--- src/rtl/fatori_fi_ctrl.sv ---
// rtl/fatori_fi_ctrl.sv - fault-injection campaign initiator sweeping an ID range on the fi_port bus
// Optional gap jitter from a 16-bit Galois LFSR when FATORI_FI_RAND_EN is defined.
module fatori_fi_ctrl #(
    parameter int              ID_W    = 8,
    parameter logic [ID_W-1:0] IDLE_ID = '1,
    parameter int              GAP_W   = 16,
    parameter int              CNT_W   = 16,
    parameter int              OBS_CYC = 64,
    parameter int              JIT_W   = 4
) (
    input  logic             clk_i,
    input  logic             arst_i,
    input  logic             start_i,
    input  logic             abort_i,
    input  logic [ID_W-1:0]  first_id_i,
    input  logic [ID_W-1:0]  last_id_i,
    input  logic [GAP_W-1:0] gap_i,
    input  logic             new_min_err_i,
    input  logic             new_maj_err_i,
    input  logic             scrub_i,
    output logic [ID_W-1:0]  fi_port_o,
    output logic             busy_o,
    output logic             done_o,
    output logic [CNT_W-1:0] inj_cnt_o,
    output logic [CNT_W-1:0] min_cnt_o,
    output logic [CNT_W-1:0] maj_cnt_o,
    output logic [CNT_W-1:0] scrub_cnt_o,
    output logic [CNT_W-1:0] miss_cnt_o
);

    localparam int WIN_W = $clog2(OBS_CYC + 1);
    localparam int SUM_W = GAP_W + 1;

    typedef enum logic [2:0] {
        S_IDLE,
        S_GAP,
        S_INJECT,
        S_OBSERVE,
        S_NEXT,
        S_DONE
    } state_t;

    state_t             state_q, state_d;
    logic [ID_W-1:0]    cur_id_q;
    logic [ID_W-1:0]    last_q;
    logic [GAP_W-1:0]   gap_q;
    logic [GAP_W-1:0]   gap_cnt_q;
    logic [WIN_W-1:0]   win_cnt_q;
    logic [ID_W-1:0]    fi_port_q;
    logic [CNT_W-1:0]   inj_q, min_q, maj_q, scrub_q, miss_q;

    logic               clr;
    logic               inj_fire;
    logic               err_any;
    logic               obs_live;
    logic               obs_min, obs_maj, obs_miss;
    logic               scrub_hit;
    logic               win_last;
    logic [GAP_W-1:0]   gap_base;
    logic [SUM_W-1:0]   gap_sum;
    logic [GAP_W-1:0]   gap_load;
    logic [JIT_W-1:0]   jit;

`ifdef FATORI_FI_RAND_EN
    logic [15:0] lfsr_q;

    // Right-shifting Galois form; mask 16'hB400 realises taps 16,14,13,11.
    always_ff @(posedge clk_i or posedge arst_i) begin
        if (arst_i) begin
            lfsr_q <= 16'hACE1;
        end else begin
            lfsr_q <= {1'b0, lfsr_q[15:1]} ^ (lfsr_q[0] ? 16'hB400 : 16'h0000);
        end
    end

    assign jit = lfsr_q[JIT_W-1:0];
`else
    assign jit = '0;
`endif

    // The first GAP of a campaign is entered on the start edge, before gap_q holds gap_i.
    assign gap_base = (state_q == S_IDLE) ? gap_i : gap_q;
    assign gap_sum  = {1'b0, gap_base} + SUM_W'(jit);
    assign gap_load = gap_sum[GAP_W] ? '1 : gap_sum[GAP_W-1:0];

    assign err_any   = new_min_err_i | new_maj_err_i;
    assign win_last  = (win_cnt_q == WIN_W'(1));
    assign clr       = (state_q == S_IDLE) && start_i;
    assign inj_fire  = (state_q == S_INJECT) && (cur_id_q != IDLE_ID) && !abort_i;
    assign obs_live  = (state_q == S_OBSERVE) && !abort_i;
    assign obs_min   = obs_live && new_min_err_i;
    assign obs_maj   = obs_live && new_maj_err_i;
    assign obs_miss  = obs_live && !err_any && win_last;
    assign scrub_hit = (state_q != S_IDLE) && scrub_i;

    always_comb begin
        state_d = state_q;
        case (state_q)
            S_IDLE: begin
                if (start_i) begin
                    state_d = (last_id_i < first_id_i) ? S_DONE : S_GAP;
                end
            end
            S_GAP: begin
                if (gap_cnt_q == '0) begin
                    state_d = S_INJECT;
                end
            end
            S_INJECT: begin
                state_d = (cur_id_q == IDLE_ID) ? S_NEXT : S_OBSERVE;
            end
            S_OBSERVE: begin
                if (err_any || win_last) begin
                    state_d = S_NEXT;
                end
            end
            S_NEXT: begin
                state_d = (cur_id_q == last_q) ? S_DONE : S_GAP;
            end
            S_DONE: begin
                state_d = S_IDLE;
            end
            default: begin
                state_d = S_IDLE;
            end
        endcase
        // DONE already terminates, so an abort there must not stretch the done pulse.
        if (abort_i && (state_q != S_IDLE) && (state_q != S_DONE)) begin
            state_d = S_DONE;
        end
    end

    always_ff @(posedge clk_i or posedge arst_i) begin
        if (arst_i) begin
            state_q   <= S_IDLE;
            fi_port_q <= IDLE_ID;
            cur_id_q  <= '0;
            last_q    <= '0;
            gap_q     <= '0;
            gap_cnt_q <= '0;
            win_cnt_q <= '0;
        end else begin
            state_q   <= state_d;
            fi_port_q <= inj_fire ? cur_id_q : IDLE_ID;
            if (clr) begin
                cur_id_q <= first_id_i;
                last_q   <= last_id_i;
                gap_q    <= gap_i;
            end else if ((state_q == S_NEXT) && (state_d == S_GAP)) begin
                cur_id_q <= cur_id_q + ID_W'(1);
            end
            if ((state_d == S_GAP) && (state_q != S_GAP)) begin
                gap_cnt_q <= gap_load;
            end else if ((state_q == S_GAP) && (gap_cnt_q != '0)) begin
                gap_cnt_q <= gap_cnt_q - GAP_W'(1);
            end
            if (state_q == S_INJECT) begin
                win_cnt_q <= WIN_W'(OBS_CYC);
            end else if ((state_q == S_OBSERVE) && (win_cnt_q != '0)) begin
                win_cnt_q <= win_cnt_q - WIN_W'(1);
            end
        end
    end

    function automatic logic [CNT_W-1:0] sat_inc(input logic [CNT_W-1:0] v, input logic en);
        return (en && (v != '1)) ? v + CNT_W'(1) : v;
    endfunction

    always_ff @(posedge clk_i or posedge arst_i) begin
        if (arst_i) begin
            inj_q   <= '0;
            min_q   <= '0;
            maj_q   <= '0;
            scrub_q <= '0;
            miss_q  <= '0;
        end else if (clr) begin
            inj_q   <= '0;
            min_q   <= '0;
            maj_q   <= '0;
            scrub_q <= '0;
            miss_q  <= '0;
        end else begin
            inj_q   <= sat_inc(inj_q, inj_fire);
            min_q   <= sat_inc(min_q, obs_min);
            maj_q   <= sat_inc(maj_q, obs_maj);
            scrub_q <= sat_inc(scrub_q, scrub_hit);
            miss_q  <= sat_inc(miss_q, obs_miss);
        end
    end

    assign fi_port_o   = fi_port_q;
    assign busy_o      = (state_q != S_IDLE);
    assign done_o      = (state_q == S_DONE);
    assign inj_cnt_o   = inj_q;
    assign min_cnt_o   = min_q;
    assign maj_cnt_o   = maj_q;
    assign scrub_cnt_o = scrub_q;
    assign miss_cnt_o  = miss_q;

endmodule

--- config.mk ---
export PLATFORM = sky130hd
export DESIGN_NAME = fatori_fi_ctrl
export DESIGN_NICKNAME = d
export VERILOG_FILES = /design/src/rtl/fatori_fi_ctrl.sv
export SDC_FILE = /design/constraint.sdc
export NUM_CORES = 1
export LEC_CHECK = 0
export BUFFER_PORTS_ARGS = -buffer_cell sky130_fd_sc_hd__buf_2
export CAP_MARGIN = 30
export CORE_MARGIN = 5
export CORE_UTILIZATION = 50
export DETAILED_ROUTE_END_ITERATION = 8
export PLACE_DENSITY = 0.75
export SLEW_MARGIN = 30
export SYNTH_ARGS = -nofsm -noshare
export SYNTH_HDL_FRONTEND = slang
export SYNTH_SLANG_ARGS = --single-unit
--- constraint.sdc ---
create_clock -name clk_i -period 4.2 [get_ports clk_i]
set_input_delay 0.63 -clock clk_i [delete_from_list [all_inputs] [get_ports clk_i]]
set_output_delay 0.63 -clock clk_i [all_outputs]
set_load 0.02 [all_outputs]
## Word-level counts from Yosys, hierarchy flattened

Cells that the tools add are included.

| operators by class | value |
|---|---|
| order comparisons | 1 |
| reduce and logical (&&, ||, !) cells | 36 |
| $add $sub $neg | 8 |
| bitwise logic cells | 1 |
| mux-type cells | 26 |
| equality and inequality tests | 17 |

Operators with widths:

| cell | count |
|---|---|
| $mux 16 | 13 |
| $add 16x1->16 const B | 5 |
| $ne 16x16->1 const B | 5 |
| $mux 8 | 3 |
| $mux 3 | 7 |
| $logic_and 1x1->1 | 20 |
| $logic_not 16->1 | 1 |
| $reduce_bool 16->1 | 1 |
| $reduce_bool 2->1 | 8 |
| $sub 16x1->16 const B | 1 |
| $pmux 3 s5 | 1 |
| $mux 7 | 2 |
| $add 8x1->8 const B | 1 |
| $eq 8x8->1 | 1 |
| $eq 8x8->1 const B | 1 |
| $lt 8x8->1 | 1 |
| $ne 8x8->1 const B | 1 |
| $eq 7x1->1 const B | 1 |
| $reduce_bool 7->1 | 1 |
| $sub 7x1->7 const B | 1 |
| $eq 3x1->1 const B | 2 |
| $eq 3x2->1 const B | 2 |
| $eq 3x3->1 const B | 2 |
| $logic_not 3->1 | 1 |
| other kinds (6) | 7 |

| storage, ports and cells | value |
|---|---|
| register bits | 146 |
| output and inout port bits | 90 |

## Depth between registers and ports, before layout

| depth | value |
|---|---|
| depth after elaboration | 9 |
| mapped depth | 10 |

## Least setup slack after synthesis

OpenSTA, ideal clock, no wires.

| path | value |
|---|---|
| path kind | input port to flip-flop |
| from | input port first_id_i[1] |
| to | register gap_cnt_q[14] |
| stages | 10 |
| path buffers | 2 |
| setup time | 87 ps |
| data arrival time | 2252 ps |
| setup slack | 1862 ps |
| data required time | 4113 ps |
| cells stage by stage | inv_1 ha_1 or3b_2 o2111ai_1 a31o_2 a31oi_1 and3_4 buf_6 buf_12 a211oi_2 |

| between the ends | value |
|---|---|
| longest elaborated chain between the ends | 8 |
| elaborated cells on any way between the ends | 9 |
| those cells by class | 1 x order compare; 1 x eq/ne; 5 x mux; 2 x reduce/logical |

Ends and longest elaborated chain:

| what | line | RTL |
|---|---|---|
| from (decl) | 15 | `input logic [ID_W-1:0] first_id_i,` |
| $lt 8x8->1 * | 101 | `state_d = (last_id_i < first_id_i) ? S_DONE : S_GAP;` |
| $mux 3 * | 101 |  |
| $mux 3 * | 100 | `if (start_i) begin` |
| $pmux 3 s5 * | 98 | `case (state_q)` |
| $mux 3 * | 128 | `if (abort_i && (state_q != S_IDLE) && (state_q != S_DONE)) begin` |
| $eq 3x1->1 * | 152 | `if ((state_d == S_GAP) && (state_q != S_GAP)) begin` |
| $logic_and 1x1->1 * | 152 |  |
| $mux 16 / $reduce_bool 2->1 (equally long branches) | - |  |
| to (signal assigned) | 153 | `gap_cnt_q <= gap_load;` |
| to (signal assigned) | 155 | `gap_cnt_q <= gap_cnt_q - GAP_W'(1);` |
| to (decl) | 47 | `logic [GAP_W-1:0] gap_cnt_q;` |

Mark *: on every way between the ends. The rest lies on a longest branch, timed or not.
A chain may end at the register's enable or synchronous reset.

## Worst setup path after layout

| path | value |
|---|---|
| from | register state_q[2] |
| to | register cur_id_q[7] |

| between the ends | value |
|---|---|
| longest elaborated chain between the ends | 7 |
| elaborated cells on any way between the ends | 19 |
| those cells by class | 6 x eq/ne; 6 x mux; 7 x reduce/logical |

Ends and longest elaborated chain:

| what | line | RTL |
|---|---|---|
| from (decl) | 43 | `state_t state_q, state_d;` |
| from (signal assigned) | 143 | `state_q <= state_d;` |
| branches (longest 7 deep; another with $pmux 3 s5) | - |  |
| to (signal assigned) | 146 | `cur_id_q <= first_id_i;` |
| to (signal assigned) | 150 | `cur_id_q <= cur_id_q + ID_W'(1);` |
| to (decl) | 44 | `logic [ID_W-1:0] cur_id_q;` |

Parallel ways; which one is timed is not known.

==> results.toml <==
[synth]
synth_cells = 815
synth_edf_count = 0
ys_seq_area_share_pct = 47.5
ys_seq_elements = 146
synth_nets = 871
synthArstFlopShare_pct = 100
synth_cell_types = 69
synth_area_um2 = 7720
avgSynthCellArea_um2 = 9.47
synth_top_flop_cell = "dfrtp_1"
yosysWarnings = 0

[global_routing]
overflow = 0
grt_usage_pct = 20.4
antenna_found_initial = 1
grt_max_degree = 83
grt_pass1_wl_mm = 29.9
grt_pass1_vias = 6072

[worst_setup_path]
cp_max_fo = 19
cp.required_ns = 4.50
critPathArrivalTime_ns = 3.04
cp-end-kind = "flip-flop"
cp-start-kind = "flip-flop"
critPathKind = "reg2reg"

[clock_tree]
clk_pin_slew_worst_paths_ns = 0.06
ctsResizeCount = 0
cts.sinks = 146
ctsHtreeMaxLevel = 4
clk_latency_ns = 0.43
root_buffer = "clkbuf_16"
postCtsHoldBufs = 0
clockBufferDepth = 2
cts_tree = "yes"
postCtsSetupRepairBufs = 0
cts_buffers = 17

[floorplanning]
die_h_um = 134
die-width_um = 134
initial_core_util_pct = 51.0
fp-row-count = 45
die-area_um2 = 18000
io_pins = 129
core-area_um2 = 15100

[sta]
rsz0062_at_grt = "no"
tightest_slew_ns = 0.876
hold_violations = 0
fin_setup_tns_ns = 0
slew_headroom_pct = 41.2
fin_crit_ns = 2.74
fin_crit_sh_pct = 65.2
setup_violations = 0
fin_skew_ns = 0.00902
drv_slew = 0
hold_slack_ns = 0.178
clock.fmax_mhz = 365

[detailed_routing]
antenna_left = 0
dr.pass1.iters = 5
vias = 6296
routedWlPerCell_um = 15.8
drt_wl_total_mm = 18.0
first_iter_violations = 314
drc_errors = 0
viasPerCell = 5.52

[power]
p_switching_w = 0.00153
pwr-share-clk_pct = 32.0
power.internal_w = 0.00302
comb_power_share_pct = 25.5
power_density_nw_per_um2 = 501
power_frac_seq_pct = 42.5
vdd_drop_max_v = 0.000333
swShare_pct = 33.7
power_w = 0.00455
power_leakage_nw = 4.30

[finish]
layout-drive-gt1-share_pct = 21.1
num-fill-cells = 1331
final_common_cell = "nand2_1"
layout_common_cells = "140 x nand2_1, 138 x dfrtp_1, 128 x buf_2"
finish.net_count = 994
final_area_um2 = 9070
area_growth_pct = 17.5

[place]
portBuffers = 128
hpwl_mm = 12.6
place_congestion = 0.816
postPlaceCellArea_um2 = 8510

[run]
max-cap-violations = 0

[status]
outcome = "complete, no violations"

[hold_path]
hp-class = "in2async"
-- critical path, cell delays in order, from the launching register on --
cell	delay [ns]
dfrtp_1	0.44
or2_1	0.33
nor2_4	0.33
buf_4	0.28
nand2_1	0.43
nand2_1	0.35
o21ai_0	0.13
a221o_1	0.31
-- registers in the layout, indices dropped and copies added (netlist names) --
| name | count |
|---|---|
| cur_id_q | 8 |
| fi_port_o | 8 |
| gap_cnt_q | 16 |
| gap_q | 16 |
| inj_cnt_o | 16 |
| last_q | 8 |
| maj_cnt_o | 16 |
| min_cnt_o | 16 |
| miss_cnt_o | 16 |
| scrub_cnt_o | 16 |
| state_q | 3 |
| win_cnt_q | 7 |
-- layer usage --
metal	GRT usage, %	vias to the layer above	routed length [um]
met5	0	-	0
met4	6.11	0	272
met3	4.91	23	923
met2	32.4	153	8500
met1	28.0	3043	8350
li1	-	3077	-
-- synth_stat cells (6+ instances only) --
library cell / count / area [um^2]
o21ai_0: 23 / 115
or3_1: 16 / 100
nor4_1: 6 / 37.5
nor3_1: 16 / 80.1
dfrtp_1: 138 / 3450
and4_1: 12 / 105
dfstp_2: 8 / 210
xor2_1: 51 / 447
a21oi_1: 28 / 140
ha_1: 17 / 213
nand2_1: 140 / 526
xnor2_1: 33 / 289
clkbuf_1: 25 / 93.8
nor2_1: 88 / 330
nand3_1: 36 / 180
inv_1: 21 / 78.8
mux2i_1: 34 / 340
or2_2: 6 / 37.5
nand4_1: 26 / 163
and3_1: 12 / 75.1
-- area by class of cell --
type | instances | area [um^2] | share of cell area [%]
tap | 188 | 235 | 2.59
clock buffer | 22 | 444 | 4.90
antenna | 1 | 2.50 | 0.0276
timing repair buffer | 133 | 691 | 7.61
clock inverter | 10 | 113 | 1.24
sequential | 146 | 3660 | 40.4
multi-input combinational | 619 | 3840 | 42.3
inverter | 21 | 82.6 | 0.910
-- cells by family (layout without fill, tap and decap cells) --
| family | Yosys count | count (layout) | share of synthesized area [%] |
|---|---|---|---|
| compound gates | 90 | 90 | 7.50 |
| simple gates | 394 | 394 | 25.4 |
| mux | 34 | 34 | 4.41 |
| buf+inv | 50 | 186 | 2.92 |
| flops | 146 | 146 | 47.5 |
| other cells | 0 | 1 | 0 |
| fa+ha+maj | 17 | 17 | 2.76 |
| xor+xnor | 84 | 84 | 9.53 |
-- path summary, 6_finish.rpt --
| check | start | to | slack (ns) | depth (start not counted) |
|---|---|---|---|---|
| worst min register to register | gap_q[3] | gap_q[3] | 0.47 | 2 |
| worst max-delay path | state_q[2] | cur_id_q[7] | 1.46 | 7 |
| worst min-delay path | arst_i | state_q[1] | 0.18 | 2 |
| worst max register to register | state_q[2] | cur_id_q[7] | 1.46 | 7 |
| min in group clk_i | gap_i[10] | gap_q[10] | 0.41 | 3 |
| max in group asynchronous | arst_i | maj_cnt_o[3] | 3.07 | 3 |
-- power groups by stage --
stage	clock network (W)	logic, W	registers [W]
floorplan	0	0.000924	0.00190
global placement	0	0.00113	0.00194
detailed placement	0	0.00116	0.00195
CTS	0.00149	0.00117	0.00193
global route	0.00154	0.00129	0.00197
finish	0.00146	0.00116	0.00193
-- metrics by stage --
step / utilization [%] / cells / setup slack, ns
floorplan: - / 815 / 1.74
global placement: 56.2 / 1107 / 1.46
detailed placement: 56.2 / 1107 / 1.45
CTS: 59.9 / 1139 / 1.42
global route: 59.9 / 1140 / 1.23
finish: 59.9 / 1140 / 1.46
(Power assumes the default switching activity.)
